`config.mk`:
```
export PLATFORM = sky130hd
export DESIGN_NAME = serial_subtractor
export DESIGN_NICKNAME = d
export VERILOG_FILES = /design/src/rtl/serial_arith_pkg.sv /design/src/rtl/Full_Subtractor.sv /design/src/rtl/serial_subtractor.sv
export SDC_FILE = /design/constraint.sdc
export NUM_CORES = 1
export LEC_CHECK = 0
export ABC_AREA = 1
export BUFFER_PORTS_ARGS = -buffer_cell sky130_fd_sc_hd__buf_4
export CORE_MARGIN = 10
export CORE_UTILIZATION = 35
export DETAILED_ROUTE_END_ITERATION = 7
export GPL_ROUTABILITY_DRIVEN = 0
export HOLD_SLACK_MARGIN = 0.15
export PLACE_DENSITY_LB_ADDON = 0.1
export SLEW_MARGIN = 10
export SYNTH_ARGS = -nofsm -noshare
export SYNTH_HDL_FRONTEND = slang
export SYNTH_SLANG_ARGS = --single-unit
```
`constraint.sdc`:
```
create_clock -name clk -period 3.8 [get_ports clk]
set_clock_uncertainty 0.1 [all_clocks]
set_input_delay 0.19 -clock clk [delete_from_list [all_inputs] [get_ports clk]]
set_output_delay 0.19 -clock clk [all_outputs]
set_load 0.01 [all_outputs]
```
`src/rtl/serial_arith_pkg.sv`:
```
// Shared types and constants for the bit-serial arithmetic blocks.
package serial_arith_pkg;

  typedef enum logic [1:0] {
    IDLE  = 2'd0,
    SHIFT = 2'd1,
    DONE  = 2'd2
  } sub_state_t;

  localparam int unsigned SERIAL_SUB_W_DEF = 4;

endpackage

```
`src/rtl/Full_Subtractor.sv`:
```
// One-bit full subtractor cell: diff = a - b - bin, bout is the borrow out.
module Full_Subtractor (
  input  logic a,
  input  logic b,
  input  logic bin,
  output logic diff,
  output logic bout
);

  assign diff = a ^ b ^ bin;
  assign bout = (~a & b) | (~(a ^ b) & bin);

endmodule

```
`src/rtl/serial_subtractor.sv`:
```
// Bit-serial unsigned subtractor d = x - y, LSB first, WIDTH cycles per result.
// Optional signed-overflow output enabled by defining SERIAL_SUB_OVF_EN.
module serial_subtractor
  import serial_arith_pkg::*;
#(
  parameter int unsigned WIDTH = SERIAL_SUB_W_DEF
) (
  input  logic             clk,
  input  logic             rst_n,
  input  logic             start,
  input  logic [WIDTH-1:0] x,
  input  logic [WIDTH-1:0] y,
  output logic             busy,
  output logic             done,
  output logic [WIDTH-1:0] d,
  output logic             b_out
`ifdef SERIAL_SUB_OVF_EN
  ,
  output logic             ovf
`endif
);

  localparam int unsigned CntW = $clog2(WIDTH);

  sub_state_t       state_q, state_d;
  logic [WIDTH-1:0] xs_q, ys_q, res_q, d_q;
  logic [CntW-1:0]  cnt_q;
  logic             borrow_q, b_out_q;
  logic             cell_diff, cell_bout;
  logic [WIDTH-1:0] res_next;
  logic             accept, last;

  Full_Subtractor u_cell (
    .a    (xs_q[0]),
    .b    (ys_q[0]),
    .bin  (borrow_q),
    .diff (cell_diff),
    .bout (cell_bout)
  );

  assign res_next = {cell_diff, res_q[WIDTH-1:1]};
  assign accept   = start && ((state_q == IDLE) || (state_q == DONE));
  assign last     = (cnt_q == CntW'(WIDTH - 1));

  always_comb begin
    state_d = state_q;
    unique case (state_q)
      IDLE:    if (start) state_d = SHIFT;
      SHIFT:   if (last) state_d = DONE;
      DONE:    state_d = start ? SHIFT : IDLE;
      default: state_d = IDLE;
    endcase
  end

  always_ff @(posedge clk or negedge rst_n) begin
    if (!rst_n) state_q <= IDLE;
    else        state_q <= state_d;
  end

  always_ff @(posedge clk or negedge rst_n) begin
    if (!rst_n) begin
      xs_q     <= '0;
      ys_q     <= '0;
      res_q    <= '0;
      cnt_q    <= '0;
      borrow_q <= 1'b0;
      d_q      <= '0;
      b_out_q  <= 1'b0;
    end else if (accept) begin
      xs_q     <= x;
      ys_q     <= y;
      res_q    <= '0;
      cnt_q    <= '0;
      borrow_q <= 1'b0;
    end else if (state_q == SHIFT) begin
      xs_q     <= xs_q >> 1;
      ys_q     <= ys_q >> 1;
      res_q    <= res_next;
      cnt_q    <= cnt_q + 1'b1;
      borrow_q <= cell_bout;
      // Holding registers only see completed results.
      if (last) begin
        d_q     <= res_next;
        b_out_q <= cell_bout;
      end
    end
  end

`ifdef SERIAL_SUB_OVF_EN
  // Operand signs are shifted out of xs/ys, so they are kept separately.
  logic x_sign_q, y_sign_q, ovf_q;

  always_ff @(posedge clk or negedge rst_n) begin
    if (!rst_n) begin
      x_sign_q <= 1'b0;
      y_sign_q <= 1'b0;
      ovf_q    <= 1'b0;
    end else if (accept) begin
      x_sign_q <= x[WIDTH-1];
      y_sign_q <= y[WIDTH-1];
    end else if ((state_q == SHIFT) && last) begin
      ovf_q <= (x_sign_q != y_sign_q) && (res_next[WIDTH-1] != x_sign_q);
    end
  end

  assign ovf = ovf_q;
`endif

  assign busy  = (state_q == SHIFT);
  assign done  = (state_q == DONE);
  assign d     = d_q;
  assign b_out = b_out_q;

endmodule

```
### Word level (Yosys, flattened, before mapping)

Index checks and enable logic that the tools add are counted.

* register bits: 22
* output and inout bits: 7
* bits of input ports: 11

* bitwise gates (word level): 8
* eq/ne operators: 5
* muxes and demuxes: 14
* reduce and logical (&&, ||, !) cells: 6
* $add $sub $neg: 1

Operators by type and width (number)
* two-way mux 4 bit: 6
* two-way mux 2 bit: 4
* one-hot mux 2 bit (3 select lines): 1
* equality test 2 bit (second input constant): 2
* two-way mux 1 bit: 3
* inverter 1 bit: 3
* AND reduction 3 bit: 1
* adder 2 x 1 -> 2 bit (second input constant): 1
* bitwise AND 1 bit: 2
* equality test 2 x 1 -> 1 bit (second input constant): 1
* zero test 2 bit: 1
* inequality test 2 x 1 -> 1 bit (second input constant): 1
* inequality test 2 bit (second input constant): 1
* AND reduction 2 bit: 1
* nonzero test 2 bit: 1
* XOR 1 bit: 2
* logical AND 1 bit: 1
* logical OR 1 bit: 1
* OR 1 bit: 1

### Logic depth before layout (Yosys ltp)

Gate-level depths: netlist of the first run.

* depth after elaboration: 6
* mapped depth: 5

### Modules after synthesis

From an unflattened synthesis of the first run, not the netlist that was laid out.

* cells, all modules: 103
* area, all modules: 935.9 um^2

Modules (own cells, without submodules)
* serial_subtractor: sequential area each 525.5 um^2, instances 1, area an instance 904.6 um^2, cells an instance 99
* Full_Subtractor: sequential area each 0.0 um^2, instances 1, area an instance 31.3 um^2, cells an instance 4

### Least setup slack after synthesis of the first run

Ideal clock, no wire load.

* path kind: register to register
* start point: register ys_q[0]
* end point: register res_q[3]
* cell stages (with the launch flop): 5
* buffers on the path: 0
* arrival time: 0.977 ns
* clock period less this slack: 1.203 ns
* path slack: 2.597 ns
* cell sequence: dfrtp_1 > inv_1 > fa_1 > nand2_1 > o21ai_0

* word-level cells in the longest chain between the ends: 4

Ends and longest elaborated chain
* start, declared: RTL line serial_subtractor.sv:26 `logic [WIDTH-1:0] xs_q, ys_q, res_q, d_q;`
* start signal, assigned: RTL line serial_subtractor.sv:71 `ys_q <= y;`
* start signal, assigned: RTL line serial_subtractor.sv:77 `ys_q <= ys_q >> 1;`
* XOR 1 bit (2 in a row): RTL line Full_Subtractor.sv:10 `assign diff = a ^ b ^ bin;`
* via cell_diff: RTL line serial_subtractor.sv:29 `logic cell_diff, cell_bout;`
* two-way mux 4 bit: RTL line serial_subtractor.sv:75 `end else if (state_q == SHIFT) begin`
* two-way mux 4 bit: RTL line serial_subtractor.sv:69 `end else if (accept) begin`
* end signal, assigned: RTL line serial_subtractor.sv:78 `res_q <= res_next;`
* end, declared: RTL line serial_subtractor.sv:26

The timed path passes the listed nets, and every way through them passes these cells. The select of a mux whose other input is x is not followed.
A chain may end at the register's enable or synchronous reset.

### Final worst setup path of the first run

* start point: register state_q[0]
* end point: output busy

* word-level cells in the longest chain between the ends: 1

Ends and longest elaborated chain
* start, declared: RTL line serial_subtractor.sv:25 `sub_state_t state_q, state_d;`
* start signal, assigned: RTL line serial_subtractor.sv:57 `else state_q <= state_d;`
* equality test 2 x 1 -> 1 bit: RTL line serial_subtractor.sv:109 `assign busy = (state_q == SHIFT);`
* end, declared: RTL line serial_subtractor.sv:13 `output logic busy,`

No other way between the ends.

==> out/metrics.cfg, run 1 <==
[floorplanning]
dieHeight_um = 71.0
dieArea_mm2 = 0.00504
num_rows = 18
dieWidth_um = 71.0
ios = 18
start_util = 0.367
core_area_mm2 = 0.00248

[clock_tree]
cts_tree = done
clkTransAtPathRegs_ps = 110
clock-sinks = 21
insertion_delay_ps = 300
cts_buffer_depth = 2
post_cts_resize_count = 0
h-tree-depth = 1
cts_root_buffer = clkbuf_4
cts_buffers = 3

[worst_setup_path]
r2r-end = d[1]
r2r_start = state_q[0]
required_ps = 3510
critPathCaptureType = primary output
crit_type = flop to primary output
crit_path_max_fanout = 12
reg2reg_slack_ps = 2330
worstPathArrival_ps = 1400
reg2regPathDepth = 5
cp-startpoint = state_q[0]
crit_path_start_kind = flop

[layout]
fin_nets = 143
syn2layout_area_growth_pct = 28.5
antennaDiodeCount = 0
final_util = 0.472
drive_gt1_frac = 0.194

[sta]
fmax_mhz = 590
drv_slew = 0
rsz0062_at_grt = false
finalSetupViolCount = 0
setup-tns-final_ps = 0
worst_pin_slew_ps = 563
fin_crit_ps = 1690
hold_viol = 0
min_period_over_period = 0.446
relSlewSlack = 0.623

[synthesis]
synth_enable_flop_cells = 0
syn_area_um2 = 910
yosys.area.top_type_share = 0.578
synth.most_common_cell = nand2_1
yosys.cell_types.count = 14
synth_commonest_cells = 39 x nand2_1, 21 x dfrtp_1, 18 x nand3_1
async_reset_ff_frac = 1.00
ys_warn_count = 0
synthCells = 102
avgSynthCellArea_um2 = 8.92
synth_flop_cell = dfrtp_1
synth_nets = 115
yosysTopAreaCell = dfrtp_1
synth_seq_cells = 21
synth.top_cells.by_area = dfrtp_1 58%, nand2_1 16%, nand3_1 9.9%, inv_1 2.9%, buf_4 2.5%
seq_area_frac_synth = 0.578

[route]
num_vias = 743
drc = 0
avgRoutedWirePerCell_um = 11.9
drt_pre_antenna_iters = 4
routed_wirelength_um = 1900
first_iter_violations = 38
viasPerCell = 4.67
ant_nets = 0

[outcome]
run_status = finished clean

[power_and_ir_drop]
vdd_drop_max_mv = 0.402
powerDensity_mw_per_mm2 = 734
leakagePower_nw = 0.603

[global_route]
grt_usage = 0.0829
globalRouteOverflowTotal = 0
grt_pass1_wl_um = 3470
grt_max_degree = 22
antenna_found_initial = 0
grt_pass1_vias = 776

[min_path]
hold_class = input pin to asynchronous set/reset pin

[run]
drv_cap = 0

[place]
io_buffer_count = 17
place_hpwl_um = 1310

[flip-flops by register name (all words and copies together) (netlist names)]
name / count
d: 4
xs_q: 4
ys_q: 4
res_q: 3
cnt_q: 2
state_q: 2
b_out: 1
borrow_q: 1
[cells in the final DEF (no fill, tap or decap), drive strengths merged]
master,count
nor2,4
clkbuf,4
inv,8
o21ai,5
nand3,18
dfrtp,21
buf,17
ha,1
fa,1
dlygate4sd3,9
nand2,41
[worst max path at each step]
stage | end | slack, ps | cells past startpoint
after global placement | d[0] | 2390 | 5
after global routing | busy | 1990 | 3
after CTS | busy | 2070 | 3
after floorplan | res_q[3] | 2600 | 4
after detailed placement | d[1] | 2330 | 5
final | busy | 2110 | 3
[final cells by class]
type	count	area (µm²)
well taps	30	37.5
fillers	265	1310
flip-flops and latches	21	526
repair buffers	26	218
clock buffers	4	26.3
multi-input cells	70	332
inverters	8	30.0
[kinds of logic (layout without fill, tap and decap cells)]
logic type	Yosys count	count (layout)	share of synthesized area
and+or+nand+nor	63	63	0.301
AOI/OAI and AO/OA	5	5	0.0275
buffers and inverters	11	38	0.0578
DFF	21	21	0.578
adders and majority gates	2	2	0.0358
[stage by stage]
step	hold WS, ps	setup slack, ps	std cells	cell area, µm²	total power (W)
floorplan	-206	2600	102	910	0.000645
global placement	-6.30	2390	146	1050	0.000750
detailed placement	-5.88	2330	146	1050	0.000757
CTS	191	2070	159	1170	0.000878
global route	198	1990	159	1170	0.000953
finish	192	2110	159	1170	0.000857
[power breakdown]
group / internal [W] / leakage, nW / switching (W) / total [W]
sequential: 0.000322 / 0.266 / 0.0000581 / 0.000380
combinational: 0.000148 / 0.322 / 0.000221 / 0.000369
clock: 0.0000409 / 0.0150 / 0.0000665 / 0.000107
[metal layers]
layer | global-route usage | wire (µm)
met1 | 0.0982 | 797
met2 | 0.128 | 935
met3 | 0.0335 | 136
met4 | 0.0387 | 29
met5 | 0 | 0
[what timing repair did]
item                      4_1_cts  5_1_grt
hold endpoints to repair       29        0
hold buffers                    9        0
buffers inserted                0        0
[worst max-delay path: stages (launching register included)]
cell     delay [ps]
dfrtp_1         440
inv_2            70
nor2_2          390
buf_4           220
Note: power is estimated with default switching activity, not from simulation.
==> inputs of run 2 (changes only) <==
==> constraint.sdc (replaced) <==
create_clock -name clk -period 1.4 [get_ports clk]
set_clock_uncertainty 0.1 [all_clocks]
set_input_delay 0.07 -clock clk [delete_from_list [all_inputs] [get_ports clk]]
set_output_delay 0.07 -clock clk [all_outputs]
set_load 0.01 [all_outputs]
==> run 2 against run 1 <==
Non-clock buffer count grew 6. Hold slack gained 200 ps. Global-route usage shrank 0.18 points. Worst setup slack lost 2000 ps. Register-to-register slack lost 2200 ps. Cell count grew 3.8%. Via count grew 1.5%. Die area is the same. Clock power grew to 2.8 times the previous value. Sequential power grew to 2.7 times the previous value.
==> out/metrics.cfg, run 2 (same netlist as run 1, synthesis figures left out) <==
[global_route]
antenna_found_initial = 0  ; unchanged
grt_usage = 0.0811  ; was 0.0829
grt_max_degree = 22  ; unchanged
globalRouteOverflowTotal = 0  ; unchanged
grt_pass1_wl_um = 3390  ; was 3470 µm
grt_pass1_vias = 749  ; was 776

[power_and_ir_drop]
vdd_drop_max_mv = 0.955  ; was 0.402 mV
leakagePower_nw = 0.635  ; was 0.603 nW
powerDensity_mw_per_mm2 = 1990  ; was 734 mW/mm²

[place]
place_ws_ps = 161  ; was 2330 ps
io_buffer_count = 17  ; unchanged
place_hpwl_um = 1300  ; was 1310 µm
postPlaceCellArea_mm2 = 0.00107  ; was 0.00105 mm²

[floorplanning]
ios = 18  ; unchanged
dieHeight_um = 71.0  ; unchanged
dieWidth_um = 71.0  ; unchanged
num_rows = 18  ; unchanged
start_util = 0.367  ; unchanged
core_area_mm2 = 0.00248  ; unchanged
dieArea_mm2 = 0.00504  ; unchanged

[worst_setup_path]
crit_path_max_fanout = 6  ; was 12
crit_type = flop to primary output  ; unchanged
worstPathArrival_ps = 1130  ; was 1400 ps
critPathCaptureType = primary output  ; unchanged
r2r_start = state_q[0]  ; unchanged
cp-startpoint = state_q[1]  ; was state_q[0]
required_ps = 1230  ; was 3510 ps
crit_path_start_kind = flop  ; unchanged

[sta]
rsz0062_at_grt = false  ; unchanged
min_period_over_period = 0.931
postLayoutSetupSlackWorst_ps = 96.3  ; was 2110 ps
relSlewSlack = 0.768  ; was 0.623
worst_hold_slack_ps = 395  ; was 192 ps
finalSetupViolCount = 0  ; unchanged
worst_pin_slew_ps = 347  ; was 563 ps
drv_slew = 0  ; unchanged
setup-tns-final_ps = 0  ; unchanged
fmax_mhz = 767
hold_viol = 0  ; unchanged
fin_crit_ps = 1300

[layout]
antennaDiodeCount = 0  ; unchanged
mostFrequentLayoutCell = nand2_1  ; unchanged
final_util = 0.494  ; was 0.472
fillerInstances = 251  ; was 265
fin_nets = 149  ; was 143
syn2layout_area_growth_pct = 34.5  ; was 28.5%
most-common-layout-cells = 39 x nand2_1, 21 x dfrtp_1, 20 x buf_4, 18 x nand3_1, 11 x dlygate4sd3_1  ; was 39 x nand2_1, 21 x dfrtp_1, 18 x nand3_1, 17 x buf_4, 9 x dlygate4sd3_1
drive_gt1_frac = 0.222  ; was 0.194
fin_area_mm2 = 0.00122  ; was 0.00117 mm²

[route]
viasPerCell = 4.57  ; was 4.67
drc = 0  ; unchanged
drt_pre_antenna_iters = 4  ; unchanged
num_vias = 754  ; was 743
avgRoutedWirePerCell_um = 11.8  ; was 11.9 µm
ant_nets = 0  ; unchanged
first_iter_violations = 25  ; was 38
routed_wirelength_um = 1950  ; was 1900 µm

[run]
drv_cap = 0  ; unchanged

[min_path]
hold_start = b_out
hold_class = flop to flop  ; was input pin to asynchronous set/reset pin

[clock_tree]
clkTransAtPathRegs_ps = 130  ; was 110 ps
cts_buffers = 3  ; unchanged
h-tree-depth = 1  ; unchanged
cts_buffer_depth = 2  ; unchanged
cts_root_buffer = clkbuf_4  ; unchanged
cts_tree = done  ; unchanged
clock-sinks = 21  ; unchanged
insertion_delay_ps = 310  ; was 300 ps

[outcome]
run_status = finished clean  ; unchanged

==> run 2: critical path, stage by stage, from the launching register on <==
cell	delay (ps)
dfrtp_1	420
nor2_2	150
buf_6	140
buf_4	120
==> run 2: area by class of cell <==
type | count | area (µm²) | share of cell area
Inverter | 8 | 30.0 | 0.0245
Multi-Input combinational cell | 70 | 332 | 0.271
Tap cell | 30 | 37.5 | 0.0307
Sequential cell | 21 | 526 | 0.429
Clock inverter | 1 | 5.00 | 0.00409
Clock buffer | 3 | 22.5 | 0.0184
Timing Repair Buffer | 32 | 272 | 0.222
==> run 2: worst paths after layout <==
check                        endpoint  slack, ps  cells after the start
min reg2reg                     b_out        390                      2
min in group asynchronous  state_q[0]        590                      3
max                              busy        100                      3
max in group asynchronous     ys_q[3]        370                      3
min                             b_out        390                      2
max reg2reg                  res_q[3]        140                      4
==> run 2: where the power goes <==
part | total [W] | switching [W] | internal [W]
registers | 0.00102 | 0.000143 | 0.000875
logic | 0.00112 | 0.000631 | 0.000489
clock network | 0.000301 | 0.000194 | 0.000107
==> run 2: what timing repair did <==
action,4_1_cts,5_1_grt
hold buffers,11,0
setup endpoints to repair,1,1
buffers inserted,1,1
endpoints found under the hold margin,33,0
resized for setup,0,1
==> run 2: metrics by stage <==
stage / power [W] / cells
after detailed placement: 0.00209 / 148
after global routing: 0.00268 / 165
after floorplan: 0.00175 / 102
after CTS: 0.00244 / 164
after global placement: 0.00207 / 148
final: 0.00244 / 165
==> run 2: metal layers <==
layer | vias up | global-route usage | wire (µm)
li1 | 388 | - | -
met1 | 347 | 0.0980 | 943
met2 | 17 | 0.124 | 859
met3 | 2 | 0.0432 | 134
met4 | 0 | 0.0194 | 12
met5 | - | 0 | 0
